--- src/rtl/memb_skew_stream_pkg.sv ---
// Shared types and helpers for the skewed B-operand staging buffer.
package memb_skew_stream_pkg;

   typedef enum logic {
      IDLE   = 1'b0,
      STREAM = 1'b1
   } memb_state_t;

   // Width of the stream cycle counter, which must reach 2*dim-2.
   function automatic int cnt_bits(input int dim);
      return $clog2(2 * dim);
   endfunction

endpackage

--- src/rtl/memb_skew_stream_if.sv ---
// Host-side bus of the B staging buffer: tile load, control and skewed output stream.
interface memb_skew_stream_if #(
   parameter int BITS_AB = 8,
   parameter int DIM     = 8
);
   localparam int ROWBITS = $clog2(DIM);

   logic                             wr_en;
   logic [ROWBITS-1:0]               wr_row;
   logic [DIM-1:0][BITS_AB-1:0]      Bin;
   logic                             clr;
   logic                             start;
   logic                             transpose;
   logic                             busy;
   logic                             Bvalid;
   logic [DIM-1:0][BITS_AB-1:0]      Bout;
   logic                             done;

   modport master (
      output wr_en, wr_row, Bin, clr, start, transpose,
      input  busy, Bvalid, Bout, done
   );

   modport slave (
      input  wr_en, wr_row, Bin, clr, start, transpose,
      output busy, Bvalid, Bout, done
   );

endinterface

--- src/rtl/memb_skew_stream_tile_store.sv ---
// DIM x DIM tile register file with a row write port, whole-tile clear and a
// combinational column-skewed read (element c comes from diagonal t-c).
module memb_skew_stream_tile_store
   import memb_skew_stream_pkg::*;
#(
   parameter int BITS_AB = 8,
   parameter int DIM     = 8,
   parameter int ROWBITS = $clog2(DIM),
   parameter int CNTBITS = cnt_bits(DIM)
) (
   input  logic                         clk,
   input  logic                         rst_n,
   input  logic                         wr_en_i,
   input  logic [ROWBITS-1:0]           wr_row_i,
   input  logic [DIM-1:0][BITS_AB-1:0]  wr_data_i,
   input  logic                         clr_i,
   input  logic [CNTBITS-1:0]           t_i,
   input  logic                         transpose_i,
   output logic [DIM-1:0][BITS_AB-1:0]  rd_data_o
);

   localparam logic signed [CNTBITS:0] IDX_DIM = (CNTBITS+1)'(DIM);

   logic [DIM-1:0][DIM-1:0][BITS_AB-1:0] tile_q, tile_d;
   logic signed [CNTBITS:0]              idx;
   logic [ROWBITS-1:0]                   row;

   // Next tile contents: clear has priority over a row write.
   always_comb begin
      tile_d = tile_q;
      if (clr_i) begin
         tile_d = '0;
      end else if (wr_en_i && (int'(wr_row_i) < DIM)) begin
         tile_d[wr_row_i] = wr_data_i;
      end
   end

   // Tile storage register.
   always_ff @(posedge clk or negedge rst_n) begin
      if (!rst_n) begin
         tile_q <= '0;
      end else begin
         tile_q <= tile_d;
      end
   end

   // Skewed read: one extra sign bit on t-c flags columns not yet (or no longer) in the window.
   always_comb begin
      rd_data_o = '0;
      idx       = '0;
      row       = '0;
      for (int c = 0; c < DIM; c++) begin
         idx = $signed({1'b0, t_i}) - $signed((CNTBITS+1)'(c));
         row = idx[ROWBITS-1:0];
         if (!idx[CNTBITS] && (idx < IDX_DIM)) begin
            rd_data_o[c] = transpose_i ? tile_q[c][row] : tile_q[row][c];
         end
      end
   end

endmodule

--- src/rtl/memb_skew_stream.sv ---
// B-operand staging buffer for the systolic array: loads a tile row by row,
// then streams it column-skewed for 2*DIM-1 cycles with a start/busy/done handshake.
module memb_skew_stream
   import memb_skew_stream_pkg::*;
#(
   parameter int BITS_AB = 8,
   parameter int DIM     = 8
) (
   input  logic               clk,
   input  logic               rst_n,
   memb_skew_stream_if.slave  bus
);

   localparam int ROWBITS = $clog2(DIM);
   localparam int CNTBITS = cnt_bits(DIM);
   localparam logic [CNTBITS-1:0] LAST_T = CNTBITS'(2 * DIM - 2);

   memb_state_t                  state_q, state_d;
   logic [CNTBITS-1:0]           cnt_q, cnt_d;
   logic                         tr_q, tr_d;
   logic [DIM-1:0][BITS_AB-1:0]  bout_q, bout_d;
   logic                         bvalid_q, bvalid_d;
   logic                         done_q, done_d;
   logic [DIM-1:0][BITS_AB-1:0]  rd_data;
   logic                         busy;

   assign busy = (state_q == STREAM);

   // Tile is frozen while streaming, so loads and clears are gated by busy.
   memb_skew_stream_tile_store #(
      .BITS_AB (BITS_AB),
      .DIM     (DIM),
      .ROWBITS (ROWBITS),
      .CNTBITS (CNTBITS)
   ) u_store (
      .clk         (clk),
      .rst_n       (rst_n),
      .wr_en_i     (bus.wr_en & ~busy),
      .wr_row_i    (bus.wr_row),
      .wr_data_i   (bus.Bin),
      .clr_i       (bus.clr & ~busy),
      .t_i         (cnt_q),
      .transpose_i (tr_q),
      .rd_data_o   (rd_data)
   );

   // Next state, stream counter and registered output values.
   always_comb begin
      state_d  = state_q;
      cnt_d    = cnt_q;
      tr_d     = tr_q;
      bout_d   = '0;
      bvalid_d = 1'b0;
      done_d   = 1'b0;
      case (state_q)
         IDLE: begin
            if (bus.start) begin
               state_d = STREAM;
               cnt_d   = '0;
               tr_d    = bus.transpose;
            end
         end
         STREAM: begin
            bout_d   = rd_data;
            bvalid_d = 1'b1;
            done_d   = (cnt_q == LAST_T);
            if (cnt_q == LAST_T) begin
               state_d = IDLE;
               cnt_d   = '0;
            end else begin
               cnt_d = cnt_q + CNTBITS'(1);
            end
         end
         default: begin
            state_d = IDLE;
            cnt_d   = '0;
         end
      endcase
   end

   // State, counter and output registers.
   always_ff @(posedge clk or negedge rst_n) begin
      if (!rst_n) begin
         state_q  <= IDLE;
         cnt_q    <= '0;
         tr_q     <= 1'b0;
         bout_q   <= '0;
         bvalid_q <= 1'b0;
         done_q   <= 1'b0;
      end else begin
         state_q  <= state_d;
         cnt_q    <= cnt_d;
         tr_q     <= tr_d;
         bout_q   <= bout_d;
         bvalid_q <= bvalid_d;
         done_q   <= done_d;
      end
   end

   assign bus.busy   = busy;
   assign bus.Bvalid = bvalid_q;
   assign bus.Bout   = bout_q;
   assign bus.done   = done_q;

endmodule

--- src/flat_wrapper.sv ---
// flat-port wrapper written by rule: the top's interface ports become plain ports
module memb_skew_stream_flat import memb_skew_stream_pkg::*;
#(
   parameter int BITS_AB = 8,
   parameter int DIM     = 8
)
  (clk, rst_n, bus_wr_en, bus_wr_row, bus_Bin, bus_clr, bus_start, bus_transpose, bus_busy, bus_Bvalid, bus_Bout, bus_done);
  memb_skew_stream_if #(.BITS_AB(BITS_AB), .DIM(DIM)) bus_i ();
  input  logic clk;
  input  logic rst_n;
  input wire logic [$bits(bus_i.wr_en)-1:0] bus_wr_en;
  input wire logic [$bits(bus_i.wr_row)-1:0] bus_wr_row;
  input wire logic [$bits(bus_i.Bin)-1:0] bus_Bin;
  input wire logic [$bits(bus_i.clr)-1:0] bus_clr;
  input wire logic [$bits(bus_i.start)-1:0] bus_start;
  input wire logic [$bits(bus_i.transpose)-1:0] bus_transpose;
  output wire logic [$bits(bus_i.busy)-1:0] bus_busy;
  output wire logic [$bits(bus_i.Bvalid)-1:0] bus_Bvalid;
  output wire logic [$bits(bus_i.Bout)-1:0] bus_Bout;
  output wire logic [$bits(bus_i.done)-1:0] bus_done;
  assign bus_i.wr_en = bus_wr_en;
  assign bus_i.wr_row = bus_wr_row;
  assign bus_i.Bin = bus_Bin;
  assign bus_i.clr = bus_clr;
  assign bus_i.start = bus_start;
  assign bus_i.transpose = bus_transpose;
  assign bus_busy = bus_i.busy;
  assign bus_Bvalid = bus_i.Bvalid;
  assign bus_Bout = bus_i.Bout;
  assign bus_done = bus_i.done;
  memb_skew_stream #(.BITS_AB(BITS_AB), .DIM(DIM)) u_core (.clk(clk), .rst_n(rst_n), .bus(bus_i));
endmodule
--- config.mk ---
export PLATFORM = sky130hd
export DESIGN_NAME = memb_skew_stream_flat
export DESIGN_NICKNAME = d
export VERILOG_FILES = /design/src/rtl/memb_skew_stream_pkg.sv /design/src/rtl/memb_skew_stream_if.sv /design/src/rtl/memb_skew_stream_tile_store.sv /design/src/rtl/memb_skew_stream.sv /design/src/flat_wrapper.sv
export SDC_FILE = /design/constraint.sdc
export NUM_CORES = 1
export LEC_CHECK = 0
export CORE_ASPECT_RATIO = 0.75
export CORE_MARGIN = 5
export CORE_UTILIZATION = 55
export CTS_CLUSTER_DIAMETER = 80
export DETAILED_ROUTE_END_ITERATION = 10
export GPL_ROUTABILITY_DRIVEN = 0
export HOLD_SLACK_MARGIN = 0.08
export PLACE_DENSITY = 0.77
export SLEW_MARGIN = 10
export SYNTH_ARGS = -nofsm -noshare
export SYNTH_HDL_FRONTEND = slang
export SYNTH_SLANG_ARGS = --single-unit
--- constraint.sdc ---
create_clock -name clk -period 2.6 [get_ports clk]
set_input_delay 0.52 -clock clk [delete_from_list [all_inputs] [get_ports clk]]
set_output_delay 0.52 -clock clk [all_outputs]
set_load 0.1 [all_outputs]
### Word-level counts from Yosys, hierarchy flattened

Index checks and enable logic that the tools add are counted.
Widths: inputs -> output; s select.

* bits in read-only memories: 0
* bits in latches: 0
* memories: 0
* output and inout bits: 67
* input bits: 73
* memory bits (writable): 0
* flip-flop bits (word level): 584

* divide/modulo/power cells: 0
* eq/ne operators: 2
* muxes and demuxes: 62
* shifts and indexed selects: 0
* add/subtract/negate cells: 8
* order comparisons: 18
* reductions and logical operators: 17
* multiply operators: 0
* bitwise gates (word level): 3

Operators by type and width (number)
* $bmux 64 s3: 8
* $mux 512: 2
* $bwmux 512: 1
* $mux 8: 25
* $bmux 8 s3: 8
* $demux 64 s3: 1
* $mux 64: 3
* $mux 56: 1
* $mux 48: 1
* $mux 40: 1
* $lt 3x4->1 const B: 9
* $lt 5x5->1 const B: 7
* $mux 32: 1
* $mux 24: 1
* $sub 4x3->5 const B: 4
* $mux 16: 1
* $sub 4x2->5 const B: 2
* $logic_and 1x1->1: 8
* $mux 4: 2
* $pmux 4 s2: 1
* $logic_not 1->1: 7
* $sub 4x1->5 const B: 1
* $add 4x1->4 const B: 1
* $eq 4x4->1 const B: 1
* other kinds (9): 13

### Logic depth before layout (Yosys ltp)

* word-level depth: 7
* mapped depth: 11
* depth with buffers taken out: 6

### Hierarchy

Synthesis repeated with hierarchy kept, for this count alone.

* cells, all modules: 3099
* area, all modules: 31164.9 um^2

Modules (own cells, without submodules)
* memb_skew_stream_tile_store: times used 1, area an instance 28748.8 um^2, seq. area each 12812.3 um^2, cells each 2928
* memb_skew_stream: times used 1, area an instance 2416.1 um^2, seq. area each 1801.7 um^2, cells each 171

### Worst setup path after synthesis

OpenSTA, ideal clock, no wires.

* path kind: reg2reg
* from: register u_core.cnt_q[0]
* to: register u_core.bout_q (netlist bit u_core.bus.Bout[10])
* arrival: 2544 ps
* clock period less this slack: 2677 ps
* path slack: -77 ps
* cell stages (with the launch flop): 12
* setup time: 133 ps
* cells stage by stage: dfrtp_1 -> buf_6 -> buf_8 -> buf_6 -> buf_2 -> inv_1 -> ha_1 -> buf_2 -> buf_1 -> mux4_2 -> mux2i_1 -> o22ai_1

RTL lines
* from (decl): line memb_skew_stream.sv:19 `logic [CNTBITS-1:0] cnt_q, cnt_d;`
* from (signal assigned): line memb_skew_stream.sv:92 `cnt_q <= cnt_d;`
* to (signal assigned): line memb_skew_stream.sv:94 `bout_q <= bout_d;`
* to (decl): line memb_skew_stream.sv:21 `logic [DIM-1:0][BITS_AB-1:0] bout_q, bout_d;`

==> flow_summary.ini <==
[routing]
antenna_left = 0
wl_met3_um = 10200
top_layer_used = met4
viasPerCell = 7.48
dr.pass1.iters = 5
wire_per_inst_um = 31.9
wl_met2_um = 41300
drcViolationCount = 0
wl_um = 90400
wl_met1_um = 34900
num_vias = 21200
drt_iter0_drc = 3020

[yosys]
netlist.area_leader.share = 0.503
synth.avg_cell_area_um2 = 14.4
synth_top_area_cell = dfrtp_1
synth_cells = 2015
synth-seq-area-share = 0.503
ys_ff_latch = 584
synthArstFlopShare = 1.00
synth_area_um2 = 29100
yosys_most_used_dff = dfrtp_1
synth_commonest_cells = dfrtp_1, a22o_1, mux4_2
synth.net_count = 2101
synth_cell_type_count = 47
ys_warn_count = 0
yosys-top-cells-area = dfrtp_1, mux4_2, a22o_1
synthMostInstantiatedCell = dfrtp_1
synth_edf_count = 0

[setup_path]
ff2ff_setup_slack_ps = -10
critPathCapture = u_core.bus.Bout[45]
worst-path-max-fanout = 8
r2r-start = u_core.cnt_q[1]
worstSetupStartpoint = u_core.cnt_q[1]
crit_required_ps = 3080
worstRegToRegCells = 6
rr_endpoint = u_core.bus.Bout[45]
start_kind = register
arrival_ps = 3090
end_kind = register
crit_type = register to register

[global_route]
antenna_found_initial = 2
grt_max_degree = 97
track_usage = 0.312
grt.overflow.total = 0
grt_pass1_vias = 21600
grt_pass1_wl_um = 138000

[cts]
clk_pin_slew_ps = 70
cts_root_buffer = clkbuf_16
cts_resized = 0
cts.sinks = 584
cts_made_buffers = 56
insertion_delay_ps = 630
tritoncts = done
clockBufferDepth = 3
cts_max_level = 2

[placement]
placed_cells = 2725
hpwlAfterDp_um = 60200
io_buffers = 139
placed_area_um2 = 31400

[run_status]
run_status = complete, but fails checks
violations = negative setup slack

[floorplanning]
row_count = 73
core_region_area_um2 = 52700
fp.dieH_um = 209
io-pin-count = 140
initial_core_util = 0.552
die_w_um = 276
dieArea_um2 = 57600

[finish]
multi_input_area_um2 = 13100
n_antenna_cell = 0
fill_cells = 3792
finalNetCount = 2158
drive_above_1_share = 0.251
final_area_um2 = 33300
layoutNonFillerInstCount = 2829
area_growth_syn_to_layout_pct = 14.6
regArea_um2 = 14600

[timing]
min_period_ps = 2610
fmax_ghz = 0.383
slew_viol_final = 0
tightest_slew_ps = 899
hold_viol_final = 0
setup_viol = 1
rsz0062_at_grt = no
slew_headroom = 0.399
fin_crit_sh = 1.00
worst_slack_ps = -12.2
clock_skew_ps = 23.0

[hold_path]
hp-class = input port to async pin

[power_and_ir_drop]
vdd_drop_max_v = 0.000913
leakagePower_uw = 0.0150
pwr_density_cell_nw_per_um2 = 1180

[job]
drv_cap = 0
-- kinds of logic (layout without fill, tap and decap cells) --
kind of cell    after synthesis  after routing  share of synthesized area
compound gates              626            626                      0.180
xor+xnor                      6              6                    0.00232
fa+ha+maj                    13             13                    0.00559
buf+inv                     272            374                     0.0491
flops                       584            584                      0.503
mux                         354            354                      0.228
simple gates                160            160                     0.0328
-- power breakdown --
| group | leakage [µW] | switching, µW | internal, µW |
|---|---|---|---|
| Clock | 0.000930 | 3600 | 4840 |
| Combinational | 0.00603 | 10000 | 7600 |
| Sequential | 0.00807 | 1960 | 11100 |
-- repair_timing --
| item | in CTS | in global routing |
|---|---|---|
| buffers inserted | 0 | 0 |
| hold endpoints to repair | 37 | 0 |
| hold buffers | 1 | 0 |
-- through the flow --
| stage | worst slack, ps | hold WS [ps] | setup TNS [ps] | util | power, µW |
|---|---|---|---|---|---|
| after floorplan | 85.8 | 224 | 0 | - | 24700 |
| after global placement | 83.6 | 481 | 0 | 0.596 | 30000 |
| after detailed placement | 11.9 | 477 | 0 | 0.596 | 30400 |
| after CTS | 106 | 451 | 0 | 0.632 | 38900 |
| after global routing | 11.4 | 496 | 0 | 0.632 | 40500 |
| final | -12.2 | 450 | -12.2 | 0.632 | 39200 |
-- per-layer routing --
metal  vias to the layer above  global-route usage
li1                       8194                   -
met1                     11000               0.458
met2                      1657               0.468
met3                       282              0.0700
met4                         0               0.108
met5                         -                   0
-- critical path: stages (launching register included) --
cell and delay (ps):
dfrtp_4 500, inv_1 170, ha_4 200, or3b_2 450
mux2i_1 240, nand2_1 440, o22ai_1 450
-- how the worst min path moves through the flow --
stage | cells after the start | from | end | slack (ps)
4_1_cts | 2 | rst_n | u_core.u_store.tile_q[246] | 450
3_3_place_gp | 1 | u_core.u_store.tile_q[436] | u_core.u_store.tile_q[436] | 480
3_5_place_dp | 1 | u_core.u_store.tile_q[433] | u_core.u_store.tile_q[433] | 480
6_report | 2 | rst_n | u_core.bus.Bout[42] | 450
5_1_grt | 2 | rst_n | u_core.bus.Bout[42] | 500
2_1_floorplan | 0 | rst_n | u_core.bus.Bout[0] | 220
-- state kept, by name (all words and copies together) (netlist names) --
signal and cells:
u_core.bus.Bvalid 1, u_core.bus.Bout 64, u_core.cnt_q 4, u_core.tr_q 1, u_core.bus.done 1, u_core.u_store.tile_q 512
u_core.bus.busy 1
-- cells in the final DEF (no fill, tap or decap), types with 3 or more instances in the layout --
master	instances
dfrtp_1	581
a22o_1	512
mux4_2	220
buf_4	143
mux2i_1	113
clkdlybuf4s50_1	71
o22ai_1	64
and2_1	64
clkbuf_16	57
buf_12	49
mux4_1	18
nand2_1	17
o31ai_1	17
or3_1	16
nor3_1	16
clkbuf_8	15
ha_1	12
clkbuf_1	12
nor2_1	11
a21oi_1	10
clkinv_2	10
nand3_1	8
a2111oi_0	8
or2_2	8
a211oi_1	7
inv_1	5
o21ai_0	5
xnor2_1	4
nor3b_4	4
bufinv_16	4
and3b_2	3
clkinvlp_4	3
dfrtp_4	3
-- area by class of cell --
class | instances | share of cell area
clock buffers | 84 | 0.0504
flip-flops and latches | 584 | 0.439
multi-input cells | 1159 | 0.393
clock inverters | 19 | 0.00631
inverters | 6 | 0.000676
repair buffers | 265 | 0.0837
well taps | 712 | 0.0267
Note: power is estimated with default switching activity, not from simulation.
